$ cat src/rtl/reg_scoreboard_ctrl_if.sv
// Decode issue / writeback retire handshake bundle for the register scoreboard.
// master = decode + writeback side, slave = scoreboard.
interface reg_scoreboard_ctrl_if #(
  parameter int REGNO_BITS = 5
);
  logic                  issue_valid;
  logic                  issue_use_rs1;
  logic                  issue_use_rs2;
  logic [REGNO_BITS-1:0] issue_rs1;
  logic [REGNO_BITS-1:0] issue_rs2;
  logic                  issue_wr;
  logic [REGNO_BITS-1:0] issue_rd;
  logic                  issue_serialize;
  logic                  flush;
  logic                  retire_valid;
  logic [REGNO_BITS-1:0] retire_rd;
  logic                  issue_ok;
  logic                  stall;

  modport master (
    output issue_valid, issue_use_rs1, issue_use_rs2, issue_rs1, issue_rs2,
           issue_wr, issue_rd, issue_serialize, flush, retire_valid, retire_rd,
    input  issue_ok, stall
  );

  modport slave (
    input  issue_valid, issue_use_rs1, issue_use_rs2, issue_rs1, issue_rs2,
           issue_wr, issue_rd, issue_serialize, flush, retire_valid, retire_rd,
    output issue_ok, stall
  );
endinterface

$ cat src/rtl/reg_scoreboard_ctrl.sv
// Issue/retire scheduler: per-register pending-write counters, in-flight count, drain FSM.
// Optional macro SCBD_RETIRE_BYPASS_EN lets a same-cycle retire clear a RAW hazard / finish drain.
module reg_scoreboard_ctrl #(
  parameter int REGNO_BITS   = 5,
  parameter int CNT_BITS     = 2,
  parameter int MAX_INFLIGHT = 4,
  parameter int INF_BITS     = 3
) (
  input  logic                        clk,
  input  logic                        reset_n,
  reg_scoreboard_ctrl_if.slave        sb,
  output logic [(1<<REGNO_BITS)-1:0]  busy_vec,
  output logic [INF_BITS-1:0]         inflight,
  output logic                        drain_active,
  output logic                        err_underflow
);

  localparam int                    NREG    = 1 << REGNO_BITS;
  localparam logic [CNT_BITS-1:0]   CNT_MAX = '1;
  localparam logic [CNT_BITS-1:0]   CNT_ONE = CNT_BITS'(1);
  localparam logic [INF_BITS-1:0]   INF_MAX = INF_BITS'(MAX_INFLIGHT);
  localparam logic [INF_BITS-1:0]   INF_ONE = INF_BITS'(1);
  localparam logic [REGNO_BITS-1:0] R0      = '0;

  typedef enum logic [1:0] {
    IDLE  = 2'd0,
    DRAIN = 2'd1,
    GRANT = 2'd2
  } state_t;

  state_t               state, state_nxt;
  logic [CNT_BITS-1:0]  cnt [NREG];
  logic [INF_BITS-1:0]  inflight_q;
  logic                 err_q;

  logic [CNT_BITS-1:0]  cnt_rs1, cnt_rs2, cnt_rd, cnt_ret;
  logic                 ret_act, ret_dec, ret_under;
  logic                 byp_rs1, byp_rs2, drain_done;
  logic                 haz_rs1, haz_rs2, hazard;
  logic                 wr_act, full, norm_ok;
  logic                 ok, fire, inc;
  logic [NREG-1:0]      inc_vec, dec_vec;

  assign cnt_rs1 = cnt[sb.issue_rs1];
  assign cnt_rs2 = cnt[sb.issue_rs2];
  assign cnt_rd  = cnt[sb.issue_rd];
  assign cnt_ret = cnt[sb.retire_rd];

  // A retire only decrements when something is outstanding; otherwise it is an underflow.
  assign ret_act   = sb.retire_valid & (sb.retire_rd != R0);
  assign ret_dec   = ret_act & (cnt_ret != '0);
  assign ret_under = ret_act & (cnt_ret == '0);

`ifdef SCBD_RETIRE_BYPASS_EN
  // Regfile writes on negedge, so the last outstanding write retiring now is visible to decode.
  assign byp_rs1    = ret_dec & (sb.retire_rd == sb.issue_rs1) & (cnt_rs1 == CNT_ONE);
  assign byp_rs2    = ret_dec & (sb.retire_rd == sb.issue_rs2) & (cnt_rs2 == CNT_ONE);
  assign drain_done = (inflight_q == '0) | ((inflight_q == INF_ONE) & ret_dec);
`else
  assign byp_rs1    = 1'b0;
  assign byp_rs2    = 1'b0;
  assign drain_done = (inflight_q == '0);
`endif

  assign haz_rs1 = sb.issue_use_rs1 & (sb.issue_rs1 != R0) & (cnt_rs1 != '0) & ~byp_rs1;
  assign haz_rs2 = sb.issue_use_rs2 & (sb.issue_rs2 != R0) & (cnt_rs2 != '0) & ~byp_rs2;
  assign hazard  = haz_rs1 | haz_rs2;

  // Full check deliberately ignores a same-cycle retire: it uses pre-update state only.
  assign wr_act  = sb.issue_wr & (sb.issue_rd != R0);
  assign full    = wr_act & ((cnt_rd == CNT_MAX) | (inflight_q == INF_MAX));
  assign norm_ok = ~sb.flush & ~hazard & ~full;

  always_comb begin
    state_nxt = state;
    ok        = 1'b0;
    unique case (state)
      IDLE: begin
        if (sb.issue_valid & sb.issue_serialize & ~sb.flush) begin
          state_nxt = DRAIN;
        end else begin
          ok = norm_ok;
        end
      end
      DRAIN: begin
        if (sb.flush) begin
          state_nxt = IDLE;
        end else if (drain_done) begin
          state_nxt = GRANT;
        end
      end
      GRANT: begin
        ok = norm_ok;
        if (sb.flush | ~sb.issue_valid | norm_ok) begin
          state_nxt = IDLE;
        end
      end
      default: state_nxt = IDLE;
    endcase
  end

  always_ff @(posedge clk or negedge reset_n) begin
    if (!reset_n) begin
      state <= IDLE;
    end else begin
      state <= state_nxt;
    end
  end

  assign fire    = sb.issue_valid & ok;
  assign inc     = fire & wr_act;
  assign inc_vec = inc     ? (NREG'(1) << sb.issue_rd)  : '0;
  assign dec_vec = ret_dec ? (NREG'(1) << sb.retire_rd) : '0;

  // Register 0 is never tracked; a matching inc and dec on one register cancel.
  always_ff @(posedge clk or negedge reset_n) begin
    if (!reset_n) begin
      for (int r = 0; r < NREG; r++) begin
        cnt[r] <= '0;
      end
    end else begin
      for (int r = 1; r < NREG; r++) begin
        if (inc_vec[r] & ~dec_vec[r]) begin
          cnt[r] <= cnt[r] + CNT_ONE;
        end else if (dec_vec[r] & ~inc_vec[r]) begin
          cnt[r] <= cnt[r] - CNT_ONE;
        end
      end
    end
  end

  always_ff @(posedge clk or negedge reset_n) begin
    if (!reset_n) begin
      inflight_q <= '0;
      err_q      <= 1'b0;
    end else begin
      unique case ({inc, ret_dec})
        2'b10:   inflight_q <= inflight_q + INF_ONE;
        2'b01:   inflight_q <= inflight_q - INF_ONE;
        default: inflight_q <= inflight_q;
      endcase
      if (ret_under) begin
        err_q <= 1'b1;
      end
    end
  end

  always_comb begin
    busy_vec = '0;
    for (int r = 1; r < NREG; r++) begin
      busy_vec[r] = (cnt[r] != '0);
    end
  end

  assign sb.issue_ok   = ok;
  assign sb.stall      = sb.issue_valid & ~ok;
  assign inflight      = inflight_q;
  assign drain_active  = (state == DRAIN);
  assign err_underflow = err_q;

  a_inflight_bound: assert property (@(posedge clk) disable iff (!reset_n)
    inflight_q <= INF_MAX);
  a_no_issue_in_drain: assert property (@(posedge clk) disable iff (!reset_n)
    (state == DRAIN) |-> !ok);

endmodule
$ cat src/flat_wrapper.sv
// flat-port wrapper written by rule: the top's interface ports become plain ports
module reg_scoreboard_ctrl_flat 
#(
  parameter int REGNO_BITS   = 5,
  parameter int CNT_BITS     = 2,
  parameter int MAX_INFLIGHT = 4,
  parameter int INF_BITS     = 3
)
  (clk, reset_n, busy_vec, inflight, drain_active, err_underflow, sb_issue_valid, sb_issue_use_rs1, sb_issue_use_rs2, sb_issue_rs1, sb_issue_rs2, sb_issue_wr, sb_issue_rd, sb_issue_serialize, sb_flush, sb_retire_valid, sb_retire_rd, sb_issue_ok, sb_stall);
  reg_scoreboard_ctrl_if #(.REGNO_BITS(REGNO_BITS)) sb_i ();
  input  logic clk;
  input  logic reset_n;
  output logic [(1<<REGNO_BITS)-1:0] busy_vec;
  output logic [INF_BITS-1:0] inflight;
  output logic drain_active;
  output logic err_underflow;
  input wire logic [$bits(sb_i.issue_valid)-1:0] sb_issue_valid;
  input wire logic [$bits(sb_i.issue_use_rs1)-1:0] sb_issue_use_rs1;
  input wire logic [$bits(sb_i.issue_use_rs2)-1:0] sb_issue_use_rs2;
  input wire logic [$bits(sb_i.issue_rs1)-1:0] sb_issue_rs1;
  input wire logic [$bits(sb_i.issue_rs2)-1:0] sb_issue_rs2;
  input wire logic [$bits(sb_i.issue_wr)-1:0] sb_issue_wr;
  input wire logic [$bits(sb_i.issue_rd)-1:0] sb_issue_rd;
  input wire logic [$bits(sb_i.issue_serialize)-1:0] sb_issue_serialize;
  input wire logic [$bits(sb_i.flush)-1:0] sb_flush;
  input wire logic [$bits(sb_i.retire_valid)-1:0] sb_retire_valid;
  input wire logic [$bits(sb_i.retire_rd)-1:0] sb_retire_rd;
  output wire logic [$bits(sb_i.issue_ok)-1:0] sb_issue_ok;
  output wire logic [$bits(sb_i.stall)-1:0] sb_stall;
  assign sb_i.issue_valid = sb_issue_valid;
  assign sb_i.issue_use_rs1 = sb_issue_use_rs1;
  assign sb_i.issue_use_rs2 = sb_issue_use_rs2;
  assign sb_i.issue_rs1 = sb_issue_rs1;
  assign sb_i.issue_rs2 = sb_issue_rs2;
  assign sb_i.issue_wr = sb_issue_wr;
  assign sb_i.issue_rd = sb_issue_rd;
  assign sb_i.issue_serialize = sb_issue_serialize;
  assign sb_i.flush = sb_flush;
  assign sb_i.retire_valid = sb_retire_valid;
  assign sb_i.retire_rd = sb_retire_rd;
  assign sb_issue_ok = sb_i.issue_ok;
  assign sb_stall = sb_i.stall;
  reg_scoreboard_ctrl #(.REGNO_BITS(REGNO_BITS), .CNT_BITS(CNT_BITS), .MAX_INFLIGHT(MAX_INFLIGHT), .INF_BITS(INF_BITS)) u_core (.clk(clk), .reset_n(reset_n), .sb(sb_i), .busy_vec(busy_vec), .inflight(inflight), .drain_active(drain_active), .err_underflow(err_underflow));
endmodule
$ cat config.mk
export PLATFORM = sky130hd
export DESIGN_NAME = reg_scoreboard_ctrl_flat
export DESIGN_NICKNAME = d
export VERILOG_FILES = /design/src/rtl/reg_scoreboard_ctrl_if.sv /design/src/rtl/reg_scoreboard_ctrl.sv /design/src/flat_wrapper.sv
export SDC_FILE = /design/constraint.sdc
export NUM_CORES = 1
export LEC_CHECK = 0
export CAP_MARGIN = 20
export CORE_AREA = 4 4 102 104
export CTS_CLUSTER_DIAMETER = 120
export DETAILED_ROUTE_END_ITERATION = 10
export DIE_AREA = 0 0 106 108
export GPL_TIMING_DRIVEN = 0
export PLACE_DENSITY = 0.85
export SKIP_LAST_GASP = 1
export SLEW_MARGIN = 20
export SYNTH_ARGS = -nofsm -noshare
export SYNTH_HDL_FRONTEND = slang
export SYNTH_SLANG_ARGS = --single-unit
$ cat constraint.sdc
create_clock -name clk -period 4.1 [get_ports clk]
set_clock_uncertainty 0.2 [all_clocks]
set_input_delay 0.82 -clock clk [delete_from_list [all_inputs] [get_ports clk]]
set_output_delay 0.82 -clock clk [all_outputs]
set_load 0.03 [all_outputs]
=== Word-level counts from Yosys, hierarchy flattened ===
Cells that the tools add are included.

* Order comparisons: 4
* Bitwise gates (word level): 153
* Shift operators: 2
* Reduce and logical (&&, ||, !) cells: 74
* Mux-type cells: 84
* Add/sub/neg operators: 64
* Eq/ne operators: 9

{| class="wikitable"
|+ Operators by type and width
! kind !! number
|-
| $mux 2 || 74
|-
| $reduce_bool 2->1 || 66
|-
| $and 1x1->1 || 78
|-
| $not 1->1 || 67
|-
| $mux 32 || 2
|-
| $shl 1x5->32 const A || 2
|-
| $add 2x1->2 const B || 31
|-
| $sub 2x1->2 const B || 31
|-
| $bmux 2 s5 || 4
|-
| $ge 6x6->1 const B || 4
|-
| $not 5->6 || 4
|-
| $reduce_bool 5->1 || 4
|-
| $eq 2x2->1 const B || 3
|-
| $pmux 2 s3 || 1
|-
| $pmux 3 s2 || 1
|-
| $eq 2x1->1 const B || 2
|-
| $logic_not 2->1 || 2
|-
| $ne 2x1->1 const B || 2
|-
| $or 1x1->1 || 4
|-
| $add 3x1->3 const B || 1
|-
| $eq 3x3->1 const B || 1
|-
| $logic_not 3->1 || 1
|-
| $ne 3x1->1 const B || 1
|-
| $reduce_and 3->1 || 1
|-
| 3 further kinds || 3
|}

* Logic and storage cells: 424
* Bits in registers: 68
* Output and inout bits: 39

=== Logic depth before layout (Yosys ltp) ===
* Depth after elaboration: 19
* Mapped depth: 15
* Mapped depth without buffers: 13

=== Least setup slack after synthesis ===
OpenSTA, ideal clock, no wires.

* Path kind: in2out
* Start: input sb_issue_rs2[0]
* End: output sb_stall
* Data required time: 3,080 ps
* Setup slack: 153 ps
* Stages on the path: 8
* Path buffers: 2
* Data arrival time: 2,927 ps
* Path through: buf_2 > mux4_2 > mux4_2 > nor2_1 > a31oi_1 > nand3_1 > clkbuf_1 > o21a_1

* Cells in the longest elaborated chain, start to end: 14

{| class="wikitable"
|+ RTL lines
! element !! line !! source
|-
| start, declared || flat_wrapper.sv:21 || <nowiki>input wire logic [$bits(sb_i.issue_rs2)-1:0] sb_issue_rs2;</nowiki>
|-
| $not 5->6 (not written as such) || reg_scoreboard_ctrl.sv:45 || <nowiki>assign cnt_rs2 = cnt[sb.issue_rs2];</nowiki>
|-
| $bmux 2 s5 || reg_scoreboard_ctrl.sv:45 ||
|-
| $mux 2 (not written as such) (2 in series) || reg_scoreboard_ctrl.sv:45 ||
|-
| $reduce_bool 2->1 || reg_scoreboard_ctrl.sv:66 || <nowiki>assign haz_rs2 = sb.issue_use_rs2 & (sb.issue_rs2 != R0) & (cnt_rs2 != '0) & ~byp_rs2;</nowiki>
|-
| $and 1x1->1 (*) || reg_scoreboard_ctrl.sv:66 ||
|-
| $or 1x1->1 (*) || reg_scoreboard_ctrl.sv:67 || <nowiki>assign hazard = haz_rs1 | haz_rs2;</nowiki>
|-
| $not 1->1 (*) || reg_scoreboard_ctrl.sv:72 || <nowiki>assign norm_ok = ~sb.flush & ~hazard & ~full;</nowiki>
|-
| $and 1x1->1 (*) (2 in series) || reg_scoreboard_ctrl.sv:72 ||
|-
| $mux 1 || reg_scoreboard_ctrl.sv:79 || <nowiki>if (sb.issue_valid & sb.issue_serialize & ~sb.flush) begin</nowiki>
|-
| $pmux 1 s2 (*) || reg_scoreboard_ctrl.sv:77 || <nowiki>unique case (state)</nowiki>
|-
| $not 1->1 (*) || reg_scoreboard_ctrl.sv:156 || <nowiki>assign sb.stall = sb.issue_valid & ~ok;</nowiki>
|-
| $and 1x1->1 (*) || reg_scoreboard_ctrl.sv:156 ||
|-
| end, declared || flat_wrapper.sv:29 || <nowiki>output wire logic [$bits(sb_i.stall)-1:0] sb_stall;</nowiki>
|}

Mark *: on every way between the ends. The rest lies on a longest branch, timed or not. The select of a mux whose other input is x is not followed.

=== Worst setup path after layout ===
* Start: input sb_issue_rd[0]
* End: register u_core.cnt[35] (netlist bit)

* Cells in the longest elaborated chain, start to end: 17

{| class="wikitable"
|+ RTL lines
! element !! line !! source
|-
| start, declared || flat_wrapper.sv:23 || <nowiki>input wire logic [$bits(sb_i.issue_rd)-1:0] sb_issue_rd;</nowiki>
|-
| $not 5->6 (not written as such) || reg_scoreboard_ctrl.sv:46 || <nowiki>assign cnt_rd = cnt[sb.issue_rd];</nowiki>
|-
| $bmux 2 s5 || reg_scoreboard_ctrl.sv:46 ||
|-
| $mux 2 (not written as such) (2 in series) || reg_scoreboard_ctrl.sv:46 ||
|-
| $eq 2x2->1 || reg_scoreboard_ctrl.sv:71 || <nowiki>assign full = wr_act & ((cnt_rd == CNT_MAX) | (inflight_q == INF_MAX));</nowiki>
|-
| $or 1x1->1 || reg_scoreboard_ctrl.sv:71 ||
|-
| $and 1x1->1 || reg_scoreboard_ctrl.sv:71 ||
|-
| $not 1->1 || reg_scoreboard_ctrl.sv:72 ||
|-
| $and 1x1->1 || reg_scoreboard_ctrl.sv:72 ||
|-
| $mux 1 || reg_scoreboard_ctrl.sv:79 ||
|-
| $pmux 1 s2 || reg_scoreboard_ctrl.sv:77 ||
|-
| $and 1x1->1 || reg_scoreboard_ctrl.sv:110 || <nowiki>assign fire = sb.issue_valid & ok;</nowiki>
|-
| $and 1x1->1 || reg_scoreboard_ctrl.sv:111 || <nowiki>assign inc = fire & wr_act;</nowiki>
|-
| $mux 32 (*) || reg_scoreboard_ctrl.sv:112 || <nowiki>assign inc_vec = inc ? (NREG'(1) << sb.issue_rd) : '0;</nowiki>
|-
| $not 1->1 || reg_scoreboard_ctrl.sv:125 || <nowiki>end else if (dec_vec[r] & ~inc_vec[r]) begin</nowiki>
|-
| $and 1x1->1 || reg_scoreboard_ctrl.sv:125 ||
|-
| $reduce_bool 2->1 (no line) || - ||
|-
| end signal, assigned by index || reg_scoreboard_ctrl.sv:124 || <nowiki>cnt[r] <= cnt[r] + CNT_ONE;</nowiki>
|-
| end signal, assigned by index || reg_scoreboard_ctrl.sv:126 || <nowiki>cnt[r] <= cnt[r] - CNT_ONE;</nowiki>
|-
| end, declared || reg_scoreboard_ctrl.sv:32 || <nowiki>logic [CNT_BITS-1:0] cnt [NREG];</nowiki>
|}

Marked as above.
A chain may end at the register's enable or synchronous reset.

==> metrics.yaml <==
grt:
  grt_pass1_wl_mm: 26.6
  antenna_found_initial: 0
  grt_pass1_vias: 4921
  overflow: 0
  grt.total_usage_pct: 30.3
  grt_max_degree: 57
cells_and_area:
  final_cells: 797
  final_common_cell: "nor2_1"
  most-common-layout-cells: "nor2_1 (72), dfrtp_1 (68), xor2_1 (63)"
  final_area_mm2: 0.00646
  diodes: 0
  nets: 721
  syn_to_final_growth_pct: 22.0
  drive_above_1_share_pct: 13.0
synthesis:
  ys_seq_elements: 68
  ys_seq_area_share_pct: 32.1
  syn-num-nets: 644
  synth_flop_cell: "dfrtp_1"
  ys_types: 52
  syn_avg_cell_area_um2: 9.10
  synthCells: 582
  synth_area_mm2: 0.00530
  synth-edff-count: 0
  ys_async_sr_fraction_pct: 100
  yosys_warnings: 2
floorplan:
  die_h_um: 108
  std_cell_rows: 36
  die_w_um: 106
  io_pins: 68
  die_area_mm2: 0.0114
  core-area_mm2: 0.00955
  initial_core_util_pct: 55.5
power_and_ir_drop:
  p_leak_nw: 2.95
  irDropWorstVdd_v: 0.000386
  power_density_mw_per_mm2: 720
  power_mw: 4.66
critical_path:
  critPathArrivalTime_ps: 4120
  slowest_stage: "nor4_1"
  cp_max_fo: 10
  rr_worst_depth: 12
  path_cells: "clkdlybuf4s15_2, buf_4, clkbuf_4, o21ai_0, a311oi_1, nand4_1, o211ai_1, nand3_2, buf_4, clkbuf_1, nor4_1, ha_1, nor2_1, xor2_1"
  critical_path.most_common_cell: "buf_4"
  startpoint_type: "input port"
  crit_type: "input port to register"
  crit_required_ps: 4180
  max_stage_delay_ps: 490
  end_kind: "register"
sta:
  worst_slew_pin_slew_ps: 679
  fin_crit_sh_pct: 98.5
  maxSlewHeadroom_pct: 54.7
  holdWs_ps: 92.4
  setup_viol: 0
  setup_tns_ps: 0
  fmax_mhz: 248
  hold_viol: 0
  drv_slew: 0
  period_minus_slack_ps: 4040
  rsz0062_at_grt: "true"
routing:
  vias_per_cell: 6.21
  wirelength_mm: 17.0
  vias: 4953
  wl_per_cell_um: 21.4
  drtAntennaViolNets: 0
  first_iter_violations: 588
  dr.pass1.iters: 7
  drc_errors: 0
cts:
  cts-htree-levels: 3
  cts_root_buffer: "clkbuf_8"
  clk_pin_slew_ps: 90
  ctsLongestPathBuffers: 2
  clock-sinks: 68
  cts_buffers: 9
  cts_tree: "yes"
  clk_latency_ps: 370
flow_run:
  cap_violations: 0
place:
  dp_hpwl_mm: 12.8
  dpl-instance-area_mm2: 0.00610
  gp_congestion: 0.976
  io_buffer_count: 61
  dp.cells: 777
outcome:
  outcome: "finished clean"
worst_hold_path:
  hp-class: "input port to async pin"
Yosys cell counts (all sizes together) (10+ instances only):
| master | n | area, um^2 |
|---|---|---|
| nor2 | 74 | 278 |
| dfrtp | 68 | 1700 |
| xor2 | 63 | 552 |
| nand2 | 52 | 195 |
| inv | 42 | 158 |
| nor4 | 33 | 206 |
| xnor2 | 33 | 289 |
| ha | 32 | 400 |
| nand3 | 26 | 130 |
| mux4 | 23 | 518 |
| clkbuf | 21 | 78.8 |
| nor3 | 13 | 65.1 |
| or3 | 10 | 67.6 |
metal layers:
metal,up-vias,GRT usage [%],share of wire [%]
met3,50,6.33,8.8
met5,-,0,0
met1,2408,40.7,41
met2,305,47.8,47
met4,0,13.0,3.0
li1,2190,-,-
power by group:
part           leakage, nW  switching, mW  total [mW]  internal (mW)
registers            0.890          0.409        1.38          0.972
clock network        0.109          0.287       0.627          0.340
logic                 1.95           1.50        2.65           1.15
total                 2.95           2.19        4.66           2.46
state kept, by name (all words and copies together) (netlist names):
register	flops
u_core.cnt	62
u_core.inflight	3
u_core.state	2
u_core.err_underflow	1
worst max-delay path, delay by kind of cell:
family / cells / cell delay (ps)
fa+ha+maj: 1 / 330
compound gates: 3 / 610
simple gates: 4 / 920
xor+xnor: 1 / 180
buf+inv: 5 / 1260
final timing paths:
check | start | slack [ps] | end
max | sb_issue_rd[0] | 60 | u_core.cnt[35]$_DFFE_PN0P_
min | reset_n | 90 | u_core.cnt[26]$_DFFE_PN0P_
max reg2reg | u_core.cnt[4]$_DFFE_PN0P_ | 300 | u_core.cnt[35]$_DFFE_PN0P_
min reg2reg | u_core.cnt[15]$_DFFE_PN0P_ | 290 | u_core.cnt[15]$_DFFE_PN0P_
max in group asynchronous | reset_n | 3060 | u_core.cnt[60]$_DFFE_PN0P_
min in group clk | u_core.cnt[15]$_DFFE_PN0P_ | 290 | u_core.cnt[15]$_DFFE_PN0P_
what timing repair did:
action                     in CTS  in global routing
gates resized for setup        38                 24
setup endpoints to repair      68                 26
hold buffers                    0                  0
pin swaps                       1                  2
setup buffers                   2                  2
kinds of logic (layout without fill, tap and decap cells):
logic type,Yosys count,count (layout),share of synthesized area [%]
compound gates,49,49,6.78
xor+xnor,96,96,15.9
fa+ha+maj,33,33,7.94
buf+inv,69,151,5.03
flops,68,68,32.1
mux,25,25,10.2
other cells,1,1,0.0708
simple gates,241,241,22.0
through the flow:
step                utilization (%)  setup WS [ps]
floorplan                         -            153
global placement               63.6          -1820
detailed placement             63.9          -1860
CTS                            66.8          -70.2
global route                   67.7          -32.7
finish                         67.7           60.6
area by class of cell:
class                           instances  area [um^2]
Tap cell                              133          166
Multi-Input combinational cell        445         3420
Clock inverter                          7         91.3
Inverter                               43          169
Sequential cell                        68         1700
Buffer                                 26          136
Clock buffer                            9          124
Fill cell                             779         3090
Timing Repair Buffer                   66          656
Note: power is estimated with default switching activity, not from simulation.
